<file path="src/rtl/memory_latency_injector_mc_if.sv">
// Request/response bus of the multi-channel latency injector.
// master: the requesting side (DMA engines / testbench) drives requests and
//         resp_ready, and sees req_ready and the response fields.
// slave:  the injector, which accepts requests and produces responses.
// Per-channel request fields are packed, with channel c at [c*W +: W].
interface memory_latency_injector_mc_if #(
  parameter int NUM_CH     = 2,
  parameter int SIZE_WIDTH = 16,
  parameter int ID_WIDTH   = 4
);
  localparam int CH_W = (NUM_CH > 1) ? $clog2(NUM_CH) : 1;

  logic [NUM_CH-1:0]            req_valid;
  logic [NUM_CH-1:0]            req_is_dram;
  logic [NUM_CH*SIZE_WIDTH-1:0] req_size_bytes;
  logic [NUM_CH*ID_WIDTH-1:0]   req_id;
  logic [NUM_CH-1:0]            req_ready;
  logic                         resp_valid;
  logic                         resp_ready;
  logic [CH_W-1:0]              resp_ch;
  logic [ID_WIDTH-1:0]          resp_id;
  logic [SIZE_WIDTH-1:0]        resp_size_bytes;

  modport master (
    output req_valid, req_is_dram, req_size_bytes, req_id, resp_ready,
    input  req_ready, resp_valid, resp_ch, resp_id, resp_size_bytes
  );

  modport slave (
    input  req_valid, req_is_dram, req_size_bytes, req_id, resp_ready,
    output req_ready, resp_valid, resp_ch, resp_id, resp_size_bytes
  );
endinterface

</file>
<file path="src/rtl/memory_latency_injector_mc.sv">
// Multi-channel, multi-outstanding memory latency injector.
// NUM_CH request channels share a round-robin arbiter (one accept per cycle)
// and a pool of SLOTS outstanding slots. Each slot counts down an SRAM, DRAM
// miss (base + transfer time) or DRAM hit latency fixed at accept time, then
// retires out-of-order (lowest eligible slot) or strictly in acceptance order.
// Ports:
//   clk, reset             clock, asynchronous active-high reset
//   bus (slave)            request channels and backpressured response
//   cfg_*                  runtime latencies, DRAM hit rate, ordering mode
//   total_reqs..busy_cycles  32-bit wrapping telemetry counters
//   max_occupancy          high-water mark of occupied slots
//   busy                   any slot occupied or response pending
module memory_latency_injector_mc #(
  parameter int          NUM_CH               = 2,
  parameter int          SIZE_WIDTH           = 16,
  parameter int          ID_WIDTH             = 4,
  parameter int          SLOTS                = 8,
  parameter int          LAT_WIDTH            = 16,
  parameter int          LATENCY_SRAM_CYCLES  = 2,
  parameter int          LATENCY_DRAM_CYCLES  = 30,
  parameter int          DRAM_BYTES_PER_CYCLE = 32,
  parameter logic [15:0] LFSR_SEED            = 16'h5A5A
) (
  input  logic                         clk,
  input  logic                         reset,
  memory_latency_injector_mc_if.slave  bus,
  input  logic                         cfg_use_cfg_latencies,
  input  logic [LAT_WIDTH-1:0]         cfg_latency_sram,
  input  logic [LAT_WIDTH-1:0]         cfg_latency_dram,
  input  logic [9:0]                   cfg_dram_hit_milli_pct,
  input  logic                         cfg_in_order,
  output logic [31:0]                  total_reqs,
  output logic [31:0]                  total_resp,
  output logic [31:0]                  dram_reqs,
  output logic [31:0]                  dram_hits,
  output logic [31:0]                  stall_cycles,
  output logic [31:0]                  busy_cycles,
  output logic [$clog2(SLOTS):0]       max_occupancy,
  output logic                         busy
);
  localparam int CH_W   = (NUM_CH > 1) ? $clog2(NUM_CH) : 1;
  localparam int SLOT_W = $clog2(SLOTS);
  localparam int SEQ_W  = $clog2(SLOTS) + 1;
  localparam int OCC_W  = $clog2(SLOTS) + 1;
  localparam int SHIFT  = $clog2(DRAM_BYTES_PER_CYCLE);
  localparam int EXT_W  = LAT_WIDTH + SIZE_WIDTH + 1;

  logic [SLOTS-1:0]      slot_valid_q, slot_valid_d;
  logic [LAT_WIDTH-1:0]  slot_cnt_q  [SLOTS], slot_cnt_d  [SLOTS];
  logic [CH_W-1:0]       slot_ch_q   [SLOTS], slot_ch_d   [SLOTS];
  logic [ID_WIDTH-1:0]   slot_id_q   [SLOTS], slot_id_d   [SLOTS];
  logic [SIZE_WIDTH-1:0] slot_size_q [SLOTS], slot_size_d [SLOTS];
  logic [SEQ_W-1:0]      slot_seq_q  [SLOTS], slot_seq_d  [SLOTS];

  logic [CH_W-1:0]       rr_ptr_q, rr_ptr_d;
  logic [SEQ_W-1:0]      issue_seq_q, issue_seq_d, retire_seq_q, retire_seq_d;
  logic [15:0]           lfsr_q, lfsr_d;
  logic                  resp_valid_q, resp_valid_d;
  logic [CH_W-1:0]       resp_ch_q, resp_ch_d;
  logic [ID_WIDTH-1:0]   resp_id_q, resp_id_d;
  logic [SIZE_WIDTH-1:0] resp_size_q, resp_size_d;
  logic [31:0]           total_reqs_q, total_reqs_d, total_resp_q, total_resp_d;
  logic [31:0]           dram_reqs_q, dram_reqs_d, dram_hits_q, dram_hits_d;
  logic [31:0]           stall_q, stall_d, busy_cyc_q, busy_cyc_d;
  logic [OCC_W-1:0]      max_occ_q, max_occ_d, occ_next;

  logic [NUM_CH-1:0]     grant;
  logic [CH_W-1:0]       grant_ch, cand;
  logic                  grant_any, free_any, accept;
  logic [SLOT_W-1:0]     alloc_idx, ret_idx;
  logic                  alloc_found, ret_any, do_retire, handshake;
  logic                  req_dram, dram_hit;
  logic [SIZE_WIDTH-1:0] req_size;
  logic [ID_WIDTH-1:0]   req_id;
  logic [LAT_WIDTH-1:0]  lat_s, lat_d, miss_lat, new_lat;
  logic [9:0]            lfsr_mod;
  logic [EXT_W-1:0]      xfer, miss_sum;

  // Round-robin search starting at rr_ptr, wrapping over NUM_CH.
  always_comb begin
    grant     = '0;
    grant_ch  = '0;
    grant_any = 1'b0;
    cand      = '0;
    for (int i = 0; i < NUM_CH; i++) begin
      cand = CH_W'((int'(rr_ptr_q) + i) % NUM_CH);
      if (!grant_any && bus.req_valid[cand]) begin
        grant_any = 1'b1;
        grant_ch  = cand;
      end
    end
    if (grant_any) grant[grant_ch] = 1'b1;
  end

  // Free-slot status looks only at registered occupancy, so a slot retiring
  // this cycle cannot be reallocated until the next one.
  always_comb begin
    alloc_idx   = '0;
    alloc_found = 1'b0;
    for (int s = 0; s < SLOTS; s++) begin
      if (!alloc_found && !slot_valid_q[s]) begin
        alloc_found = 1'b1;
        alloc_idx   = SLOT_W'(s);
      end
    end
  end

  assign free_any      = alloc_found;
  assign accept        = grant_any & free_any;
  assign bus.req_ready = grant & {NUM_CH{free_any}};

  assign req_dram = bus.req_is_dram[grant_ch];
  assign req_size = bus.req_size_bytes[int'(grant_ch)*SIZE_WIDTH +: SIZE_WIDTH];
  assign req_id   = bus.req_id[int'(grant_ch)*ID_WIDTH +: ID_WIDTH];

  // Latency is fixed at accept; the miss path adds ceil(size / bandwidth)
  // computed in a widened domain and then saturated to LAT_WIDTH.
  always_comb begin
    lat_s    = cfg_use_cfg_latencies ? cfg_latency_sram : LAT_WIDTH'(LATENCY_SRAM_CYCLES);
    lat_d    = cfg_use_cfg_latencies ? cfg_latency_dram : LAT_WIDTH'(LATENCY_DRAM_CYCLES);
    lfsr_mod = 10'(lfsr_q % 16'd1000);
    dram_hit = lfsr_mod < cfg_dram_hit_milli_pct;
    xfer     = (EXT_W'(req_size) + EXT_W'(DRAM_BYTES_PER_CYCLE - 1)) >> SHIFT;
    miss_sum = EXT_W'(lat_d) + xfer;
    miss_lat = (miss_sum > EXT_W'({LAT_WIDTH{1'b1}})) ? {LAT_WIDTH{1'b1}}
                                                      : miss_sum[LAT_WIDTH-1:0];
    new_lat  = (req_dram && !dram_hit) ? miss_lat : lat_s;
  end

  // In-order mode only lets the slot holding the next retire sequence go.
  always_comb begin
    ret_any = 1'b0;
    ret_idx = '0;
    for (int s = 0; s < SLOTS; s++) begin
      if (!ret_any && slot_valid_q[s] && (slot_cnt_q[s] == '0) &&
          (!cfg_in_order || (slot_seq_q[s] == retire_seq_q))) begin
        ret_any = 1'b1;
        ret_idx = SLOT_W'(s);
      end
    end
  end

  assign handshake = resp_valid_q & bus.resp_ready;
  assign do_retire = ret_any & (!resp_valid_q | bus.resp_ready);

  always_comb begin
    slot_valid_d = slot_valid_q;
    slot_ch_d    = slot_ch_q;
    slot_id_d    = slot_id_q;
    slot_size_d  = slot_size_q;
    slot_seq_d   = slot_seq_q;
    for (int s = 0; s < SLOTS; s++) begin
      slot_cnt_d[s] = (slot_valid_q[s] && slot_cnt_q[s] != '0) ? slot_cnt_q[s] - 1'b1
                                                               : slot_cnt_q[s];
    end
    if (do_retire) slot_valid_d[ret_idx] = 1'b0;
    if (accept) begin
      slot_valid_d[alloc_idx] = 1'b1;
      slot_cnt_d[alloc_idx]   = new_lat;
      slot_ch_d[alloc_idx]    = grant_ch;
      slot_id_d[alloc_idx]    = req_id;
      slot_size_d[alloc_idx]  = req_size;
      slot_seq_d[alloc_idx]   = issue_seq_q;
    end

    occ_next = '0;
    for (int s = 0; s < SLOTS; s++) occ_next = occ_next + OCC_W'(slot_valid_d[s]);
    max_occ_d = (occ_next > max_occ_q) ? occ_next : max_occ_q;

    rr_ptr_d = rr_ptr_q;
    if (accept) rr_ptr_d = (int'(grant_ch) == NUM_CH - 1) ? '0 : grant_ch + 1'b1;
    issue_seq_d  = issue_seq_q + SEQ_W'(accept);
    retire_seq_d = retire_seq_q + SEQ_W'(do_retire);
    lfsr_d       = {lfsr_q[14:0], lfsr_q[15] ^ lfsr_q[13] ^ lfsr_q[12] ^ lfsr_q[10]};

    resp_valid_d = resp_valid_q;
    resp_ch_d    = resp_ch_q;
    resp_id_d    = resp_id_q;
    resp_size_d  = resp_size_q;
    if (handshake) resp_valid_d = 1'b0;
    if (do_retire) begin
      resp_valid_d = 1'b1;
      resp_ch_d    = slot_ch_q[ret_idx];
      resp_id_d    = slot_id_q[ret_idx];
      resp_size_d  = slot_size_q[ret_idx];
    end

    total_reqs_d = total_reqs_q + 32'(accept);
    dram_reqs_d  = dram_reqs_q + 32'(accept & req_dram);
    dram_hits_d  = dram_hits_q + 32'(accept & req_dram & dram_hit);
    total_resp_d = total_resp_q + 32'(handshake);
    stall_d      = stall_q + 32'(resp_valid_q & !bus.resp_ready);
    busy_cyc_d   = busy_cyc_q + 32'(busy);
  end

  always_ff @(posedge clk or posedge reset) begin
    if (reset) begin
      slot_valid_q <= '0;
      for (int s = 0; s < SLOTS; s++) begin
        slot_cnt_q[s]  <= '0;
        slot_ch_q[s]   <= '0;
        slot_id_q[s]   <= '0;
        slot_size_q[s] <= '0;
        slot_seq_q[s]  <= '0;
      end
      rr_ptr_q     <= '0;
      issue_seq_q  <= '0;
      retire_seq_q <= '0;
      lfsr_q       <= LFSR_SEED;
      resp_valid_q <= 1'b0;
      resp_ch_q    <= '0;
      resp_id_q    <= '0;
      resp_size_q  <= '0;
      total_reqs_q <= '0;
      total_resp_q <= '0;
      dram_reqs_q  <= '0;
      dram_hits_q  <= '0;
      stall_q      <= '0;
      busy_cyc_q   <= '0;
      max_occ_q    <= '0;
    end else begin
      slot_valid_q <= slot_valid_d;
      slot_cnt_q   <= slot_cnt_d;
      slot_ch_q    <= slot_ch_d;
      slot_id_q    <= slot_id_d;
      slot_size_q  <= slot_size_d;
      slot_seq_q   <= slot_seq_d;
      rr_ptr_q     <= rr_ptr_d;
      issue_seq_q  <= issue_seq_d;
      retire_seq_q <= retire_seq_d;
      lfsr_q       <= lfsr_d;
      resp_valid_q <= resp_valid_d;
      resp_ch_q    <= resp_ch_d;
      resp_id_q    <= resp_id_d;
      resp_size_q  <= resp_size_d;
      total_reqs_q <= total_reqs_d;
      total_resp_q <= total_resp_d;
      dram_reqs_q  <= dram_reqs_d;
      dram_hits_q  <= dram_hits_d;
      stall_q      <= stall_d;
      busy_cyc_q   <= busy_cyc_d;
      max_occ_q    <= max_occ_d;
    end
  end

  assign bus.resp_valid      = resp_valid_q;
  assign bus.resp_ch         = resp_ch_q;
  assign bus.resp_id         = resp_id_q;
  assign bus.resp_size_bytes = resp_size_q;
  assign busy                = (|slot_valid_q) | resp_valid_q;
  assign total_reqs          = total_reqs_q;
  assign total_resp          = total_resp_q;
  assign dram_reqs           = dram_reqs_q;
  assign dram_hits           = dram_hits_q;
  assign stall_cycles        = stall_q;
  assign busy_cycles         = busy_cyc_q;
  assign max_occupancy       = max_occ_q;
endmodule

</file>
<file path="src/flat_wrapper.sv">
// flat-port wrapper written by rule: the top's interface ports become plain ports
module memory_latency_injector_mc_flat 
#(
  parameter int          NUM_CH               = 2,
  parameter int          SIZE_WIDTH           = 16,
  parameter int          ID_WIDTH             = 4,
  parameter int          SLOTS                = 8,
  parameter int          LAT_WIDTH            = 16,
  parameter int          LATENCY_SRAM_CYCLES  = 2,
  parameter int          LATENCY_DRAM_CYCLES  = 30,
  parameter int          DRAM_BYTES_PER_CYCLE = 32,
  parameter logic [15:0] LFSR_SEED            = 16'h5A5A
)
  (clk, reset, cfg_use_cfg_latencies, cfg_latency_sram, cfg_latency_dram, cfg_dram_hit_milli_pct, cfg_in_order, total_reqs, total_resp, dram_reqs, dram_hits, stall_cycles, busy_cycles, max_occupancy, busy, bus_req_valid, bus_req_is_dram, bus_req_size_bytes, bus_req_id, bus_resp_ready, bus_req_ready, bus_resp_valid, bus_resp_ch, bus_resp_id, bus_resp_size_bytes);
  memory_latency_injector_mc_if #(.NUM_CH(NUM_CH), .SIZE_WIDTH(SIZE_WIDTH), .ID_WIDTH(ID_WIDTH)) bus_i ();
  input  logic clk;
  input  logic reset;
  input  logic cfg_use_cfg_latencies;
  input  logic [LAT_WIDTH-1:0] cfg_latency_sram;
  input  logic [LAT_WIDTH-1:0] cfg_latency_dram;
  input  logic [9:0] cfg_dram_hit_milli_pct;
  input  logic cfg_in_order;
  output logic [31:0] total_reqs;
  output logic [31:0] total_resp;
  output logic [31:0] dram_reqs;
  output logic [31:0] dram_hits;
  output logic [31:0] stall_cycles;
  output logic [31:0] busy_cycles;
  output logic [$clog2(SLOTS):0] max_occupancy;
  output logic busy;
  input wire logic [$bits(bus_i.req_valid)-1:0] bus_req_valid;
  input wire logic [$bits(bus_i.req_is_dram)-1:0] bus_req_is_dram;
  input wire logic [$bits(bus_i.req_size_bytes)-1:0] bus_req_size_bytes;
  input wire logic [$bits(bus_i.req_id)-1:0] bus_req_id;
  input wire logic [$bits(bus_i.resp_ready)-1:0] bus_resp_ready;
  output wire logic [$bits(bus_i.req_ready)-1:0] bus_req_ready;
  output wire logic [$bits(bus_i.resp_valid)-1:0] bus_resp_valid;
  output wire logic [$bits(bus_i.resp_ch)-1:0] bus_resp_ch;
  output wire logic [$bits(bus_i.resp_id)-1:0] bus_resp_id;
  output wire logic [$bits(bus_i.resp_size_bytes)-1:0] bus_resp_size_bytes;
  assign bus_i.req_valid = bus_req_valid;
  assign bus_i.req_is_dram = bus_req_is_dram;
  assign bus_i.req_size_bytes = bus_req_size_bytes;
  assign bus_i.req_id = bus_req_id;
  assign bus_i.resp_ready = bus_resp_ready;
  assign bus_req_ready = bus_i.req_ready;
  assign bus_resp_valid = bus_i.resp_valid;
  assign bus_resp_ch = bus_i.resp_ch;
  assign bus_resp_id = bus_i.resp_id;
  assign bus_resp_size_bytes = bus_i.resp_size_bytes;
  memory_latency_injector_mc #(.NUM_CH(NUM_CH), .SIZE_WIDTH(SIZE_WIDTH), .ID_WIDTH(ID_WIDTH), .SLOTS(SLOTS), .LAT_WIDTH(LAT_WIDTH), .LATENCY_SRAM_CYCLES(LATENCY_SRAM_CYCLES), .LATENCY_DRAM_CYCLES(LATENCY_DRAM_CYCLES), .DRAM_BYTES_PER_CYCLE(DRAM_BYTES_PER_CYCLE), .LFSR_SEED(LFSR_SEED)) u_core (.clk(clk), .reset(reset), .bus(bus_i), .cfg_use_cfg_latencies(cfg_use_cfg_latencies), .cfg_latency_sram(cfg_latency_sram), .cfg_latency_dram(cfg_latency_dram), .cfg_dram_hit_milli_pct(cfg_dram_hit_milli_pct), .cfg_in_order(cfg_in_order), .total_reqs(total_reqs), .total_resp(total_resp), .dram_reqs(dram_reqs), .dram_hits(dram_hits), .stall_cycles(stall_cycles), .busy_cycles(busy_cycles), .max_occupancy(max_occupancy), .busy(busy));
endmodule
</file>
<file path="config.mk">
export PLATFORM = sky130hd
export DESIGN_NAME = memory_latency_injector_mc_flat
export DESIGN_NICKNAME = d
export VERILOG_FILES = /design/src/rtl/memory_latency_injector_mc_if.sv /design/src/rtl/memory_latency_injector_mc.sv /design/src/flat_wrapper.sv
export SDC_FILE = /design/constraint.sdc
export NUM_CORES = 2
export LEC_CHECK = 0
export CAP_MARGIN = 20
export CORE_ASPECT_RATIO = 1.4
export CORE_MARGIN = 8
export CORE_UTILIZATION = 60
export CTS_BUF_LIST = sky130_fd_sc_hd__clkbuf_16
export DETAILED_ROUTE_END_ITERATION = 10
export GPL_ROUTABILITY_DRIVEN = 0
export MAX_ROUTING_LAYER = met4
export PLACE_DENSITY = 0.85
export SYNTH_ARGS = -nofsm -noshare
export SYNTH_HDL_FRONTEND = slang
export SYNTH_SLANG_ARGS = --single-unit
</file>
<file path="constraint.sdc">
create_clock -name clk -period 28.1 [get_ports clk]
set_input_delay 4.215 -clock clk [delete_from_list [all_inputs] [get_ports clk]]
set_output_delay 4.215 -clock clk [all_outputs]
set_load 0.01 [all_outputs]
</file>
==> out/qor.csv <==
stage,metric,value,unit
power_and_ir_drop,power.leakage,0.0156,uW
power_and_ir_drop,ir_worst_vdd,0.119,mV
grt,grt.busiest_layer,met2,
worst_hold_path,min_delay_path_depth,0,
synth,synth_area,0.0295,sq mm
sta,hold_violations,0,
setup_path,critical-path-max-stage-delay,0.77,ns
setup_path,cp-end-kind,flop,
synth,mappedNetlistNets,3214,
clock_tree,cts.sink_count,579,
sta,slew-limit-headroom,15.2,%
synth,synth-warning-count,0,
clock_tree,maximum_buffer_depth_of_the_clock_tree,3,
route,ant_nets,0,
grt,grt_antenna_before_repair,1,
setup_path,reg2regPathDepth,33,
place,place_area,0.0330,sq mm
grt,met3_capacity_usage_during_global_routing,4.38,%
finish,layout.area.seq,0.0145,sq mm
synth,ys_dominant_reg_cell,sky130_fd_sc_hd__dfrtp_1,
setup_path,path_common_cell,sky130_fd_sc_hd__a21oi_1,
clock_tree,cts.hold.buffers_added,0,
synth,syn_avg_cell_area,9.62,sq um
grt,use_met1,31.3,%
finish,final_layout_size_suffix_gt1_share,6.47,%
route,vias,24300,
run,drv.max_cap_violation_count,0,
sta,worst_pin_slew,1.26,ns
synth,share_of_flip_flops_with_an_asynchronous_set_or_reset_after_synthesis,100,%
clock_tree,cts-buffers-inserted,54,
place,detailed_place_hpwl,56.7,mm
floorplan,placement_rows,96,
floorplan,ios,312,
finish,postLayoutCellArea,0.0347,sq mm
sta,setup_viol,0,
sta,final_min_period_over_clock_period,38.0,%
place,port_buffers,311,
synth,synth-edff-count,0,
clock_tree,cts-root-buf,sky130_fd_sc_hd__clkbuf_16,
clock_tree,clk_latency,0.60,ns
grt,globalRoute.totalOverflow,0,
route,drt_pre_antenna_iters,6,
finish,layout_stage_area_growth_over_the_synthesis_result,17.7,%
floorplan,floorplan.initialDensity,60.5,%
sta,post-route-min-period,10.68,ns
synth,ys_seq_area_share,49.2,%
route,viasPerCell,6.08,
grt,grt_start_max_net_pins,183,
run_status,status,completed,
synth,count_of_state_elements_after_synthesis,579,
floorplan,die_h,278,microns
setup_path,worst-path-stages,25,
finish,num-nets-final,3456,
setup_path,worst-endpoint-arrival,11.09,ns
clock_tree,worst_setup_hold_path_clk_slew,0.07,ns
clock_tree,cts-resized-gates,0,
route,detail_route.wirelength,81.7,mm
finish,nFillCells,3354,
setup_path,maximum_net_fanout_on_the_critical_path,28,
clock_tree,cts.repair_timing.setup_buffer_count,0,
synth,synth_cell_types,95,
clock_tree,cts_htree_levels,2,
finish,footprint_of_the_multi_input_gates,0.0141,sq mm
worst_hold_path,min_path_type,reg2reg,
floorplan,dieWidth,203,microns
floorplan,core_area,0.0488,sq mm
sta,clock-skew-final,0.0135,ns
power_and_ir_drop,power_per_cell_area,92.4,mW/mm^2
route,first_iter_violations,1941,
grt,number_of_global_route_vias_before_repair,24500,
synth,synth_cells,3066,
sta,fmax,93.7,MHz
grt,grt_use_total,28.8,%
route,drc_errors_left,0,
setup_path,critical_path.top_delay_family,compound AO/OA/AOI/OAI gates,
grt,grt_use_met2,49.6,%
setup_path,type_of_the_setup_path_with_the_least_slack,in2reg,
clock_tree,cts_tree,built,
setup_path,crit_path_top_delay_cell,sky130_fd_sc_hd__a31oi_1,
sta,setup-tns-final,0,ns
setup_path,timing.critical_path.required,28.51,ns
setup_path,worstSetupStartpointType,input port,
sta,slew_violations,0,
route,wl_per_cell,20.5,microns
sta,rsz0062_at_grt,no,
floorplan,fp.dieArea,0.0566,sq mm
grt,first_pass_grt_wire_length,129,mm
setup_path,crit_buf_inv,3,
==> registers in the layout (all words and copies together) (netlist names) <==
register and count:
u_core.slot_cnt_q 128, u_core.slot_size_q 128, u_core.busy_cycles 32, u_core.dram_hits 32, u_core.dram_reqs 32, u_core.slot_id_q 32
u_core.slot_seq_q 32, u_core.stall_cycles 32, u_core.total_reqs 32, u_core.total_resp 32, u_core.bus.resp_size_bytes 16, u_core.lfsr_q 16
u_core.slot_ch_q 8, u_core.slot_valid_q 8, u_core.bus.resp_id 4, u_core.issue_seq_q 4, u_core.max_occupancy 4, u_core.retire_seq_q 4
u_core.bus.resp_ch 1, u_core.bus.resp_valid 1, u_core.rr_ptr_q 1
==> per-stage QoR <==
step	hold WS (ns)	util (%)	worst slack [ns]	total power, uW	instances
after floorplan	0.347	-	7.70	2090	3066
after global placement	0.352	67.7	17.27	2390	3886
after detailed placement	0.366	67.7	17.02	2480	3887
after CTS	0.382	71.1	17.64	3200	3987
after global routing	0.399	71.2	17.11	3410	3990
final	0.376	71.2	17.42	3210	3991
==> cells in the final DEF (no fill, tap or decap), types with 23 or more instances in the layout <==
cell / count
sky130_fd_sc_hd__nor2_1: 122
sky130_fd_sc_hd__and3_1: 56
sky130_fd_sc_hd__xnor2_1: 231
sky130_fd_sc_hd__nor4_1: 28
sky130_fd_sc_hd__a31oi_1: 29
sky130_fd_sc_hd__ha_1: 52
sky130_fd_sc_hd__clkbuf_16: 55
sky130_fd_sc_hd__clkdlybuf4s50_1: 311
sky130_fd_sc_hd__dfrtp_1: 571
sky130_fd_sc_hd__inv_1: 79
sky130_fd_sc_hd__nor3_1: 55
sky130_fd_sc_hd__nand2_1: 541
sky130_fd_sc_hd__nand4_1: 33
sky130_fd_sc_hd__o21ai_0: 366
sky130_fd_sc_hd__and2_1: 30
sky130_fd_sc_hd__nand3_1: 108
sky130_fd_sc_hd__mux2_2: 58
sky130_fd_sc_hd__a21oi_1: 68
sky130_fd_sc_hd__xor2_1: 132
sky130_fd_sc_hd__mux2i_1: 51
sky130_fd_sc_hd__nand2b_1: 27
sky130_fd_sc_hd__nor2b_1: 23
==> routing by layer <==
| layer | share of wire, % | up-vias |
|---|---|---|
| met5 | 0 | - |
| met2 | 51 | 1061 |
| met3 | 6.3 | 308 |
| met4 | 6.1 | 0 |
| met1 | 36 | 11900 |
| li1 | - | 11000 |
==> cells in the mapped netlist, types with 4 or more instances <==
| cell type | count | area, sq um |
|---|---|---|
| sky130_fd_sc_hd__o22ai_1 | 4 | 25.0 |
| sky130_fd_sc_hd__nor2_1 | 122 | 458 |
| sky130_fd_sc_hd__inv_1 | 70 | 263 |
| sky130_fd_sc_hd__a211oi_2 | 5 | 62.6 |
| sky130_fd_sc_hd__a21oi_1 | 69 | 345 |
| sky130_fd_sc_hd__nand2_1 | 549 | 2060 |
| sky130_fd_sc_hd__or3_1 | 17 | 106 |
| sky130_fd_sc_hd__dfrtp_1 | 571 | 14300 |
| sky130_fd_sc_hd__nor4_1 | 28 | 175 |
| sky130_fd_sc_hd__and4_1 | 13 | 114 |
| sky130_fd_sc_hd__or4_1 | 12 | 90.1 |
| sky130_fd_sc_hd__fa_1 | 5 | 100 |
| sky130_fd_sc_hd__a211oi_1 | 7 | 52.6 |
| sky130_fd_sc_hd__buf_2 | 8 | 40.0 |
| sky130_fd_sc_hd__nor4b_1 | 5 | 43.8 |
| sky130_fd_sc_hd__a21o_1 | 14 | 105 |
| sky130_fd_sc_hd__nor3_1 | 55 | 275 |
| sky130_fd_sc_hd__a21boi_0 | 7 | 52.6 |
| sky130_fd_sc_hd__buf_1 | 10 | 37.5 |
| sky130_fd_sc_hd__o41ai_1 | 8 | 70.1 |
| sky130_fd_sc_hd__and2_1 | 31 | 194 |
| sky130_fd_sc_hd__nand3b_1 | 5 | 37.5 |
| sky130_fd_sc_hd__xor2_1 | 132 | 1160 |
| sky130_fd_sc_hd__ha_1 | 52 | 651 |
| sky130_fd_sc_hd__nor2b_1 | 23 | 144 |
| sky130_fd_sc_hd__o21ai_1 | 5 | 25.0 |
| sky130_fd_sc_hd__and3_1 | 56 | 350 |
| sky130_fd_sc_hd__o211a_1 | 4 | 40.0 |
| sky130_fd_sc_hd__buf_4 | 7 | 52.6 |
| sky130_fd_sc_hd__a31oi_1 | 29 | 181 |
| sky130_fd_sc_hd__nand3_1 | 108 | 541 |
| sky130_fd_sc_hd__clkbuf_1 | 121 | 454 |
| sky130_fd_sc_hd__o21bai_1 | 8 | 60.1 |
| sky130_fd_sc_hd__xnor2_1 | 231 | 2020 |
| sky130_fd_sc_hd__mux2i_1 | 51 | 510 |
| sky130_fd_sc_hd__nand4_1 | 33 | 206 |
| sky130_fd_sc_hd__a221oi_1 | 13 | 114 |
| sky130_fd_sc_hd__nand2b_1 | 27 | 169 |
| sky130_fd_sc_hd__o211ai_1 | 20 | 150 |
| sky130_fd_sc_hd__o31ai_1 | 5 | 37.5 |
| sky130_fd_sc_hd__o21ai_0 | 366 | 1830 |
| sky130_fd_sc_hd__or2_2 | 7 | 43.8 |
| sky130_fd_sc_hd__o21a_1 | 10 | 75.1 |
| sky130_fd_sc_hd__dfstp_2 | 8 | 210 |
| sky130_fd_sc_hd__mux2_2 | 58 | 653 |
==> worst reg2reg max path, delay by kind of cell (launching register included) <==
family          cells  cell delay (ns)
flops               1             0.88
simple gates       14             2.80
compound gates     13             3.29
fa+ha+maj           3             1.04
mux                 2             0.78
xor+xnor            1             0.13
==> cell type report <==
class,count,share of cell area (%)
flip-flops and latches,579,41.8
multi-input cells,2268,40.8
repair buffers,335,9.62
clock buffers,55,3.97
well taps,637,2.30
clock inverters,45,0.800
inverters,70,0.779
diodes,2,0.0144
==> path summary, 6_finish.rpt <==
check	from	slack (ns)	to
worst max-delay path	bus_req_valid[0]	17.42	u_core.slot_cnt_q[64]
worst min-delay path	u_core.lfsr_q[0]	0.38	u_core.lfsr_q[1]
worst max register to register	u_core.lfsr_q[8]	19.08	u_core.dram_hits[30]
worst min register to register	u_core.lfsr_q[0]	0.38	u_core.lfsr_q[1]
max in group asynchronous	reset	21.20	u_core.slot_cnt_q[55]
min in group asynchronous	reset	4.11	u_core.total_resp[24]
==> where the power goes <==
part	switching (uW)	total, uW	internal (uW)
clock network	322	697	374
registers	229	1340	1110
logic	678	1170	492
==> logic make-up (layout without fill, tap and decap cells) <==
logic type	after synthesis	after routing	synth area share [%]
muxes	114	114	4.24
other	0	2	0
and+or+nand+nor	1110	1110	17.6
DFF	579	579	49.2
xor gates and xnor gates	363	363	10.8
adders and majority gates	59	59	2.61
buffers and inverters	219	505	2.97
AOI/OAI and AO/OA	622	622	12.6
Note: power is estimated with default switching activity, not from simulation.
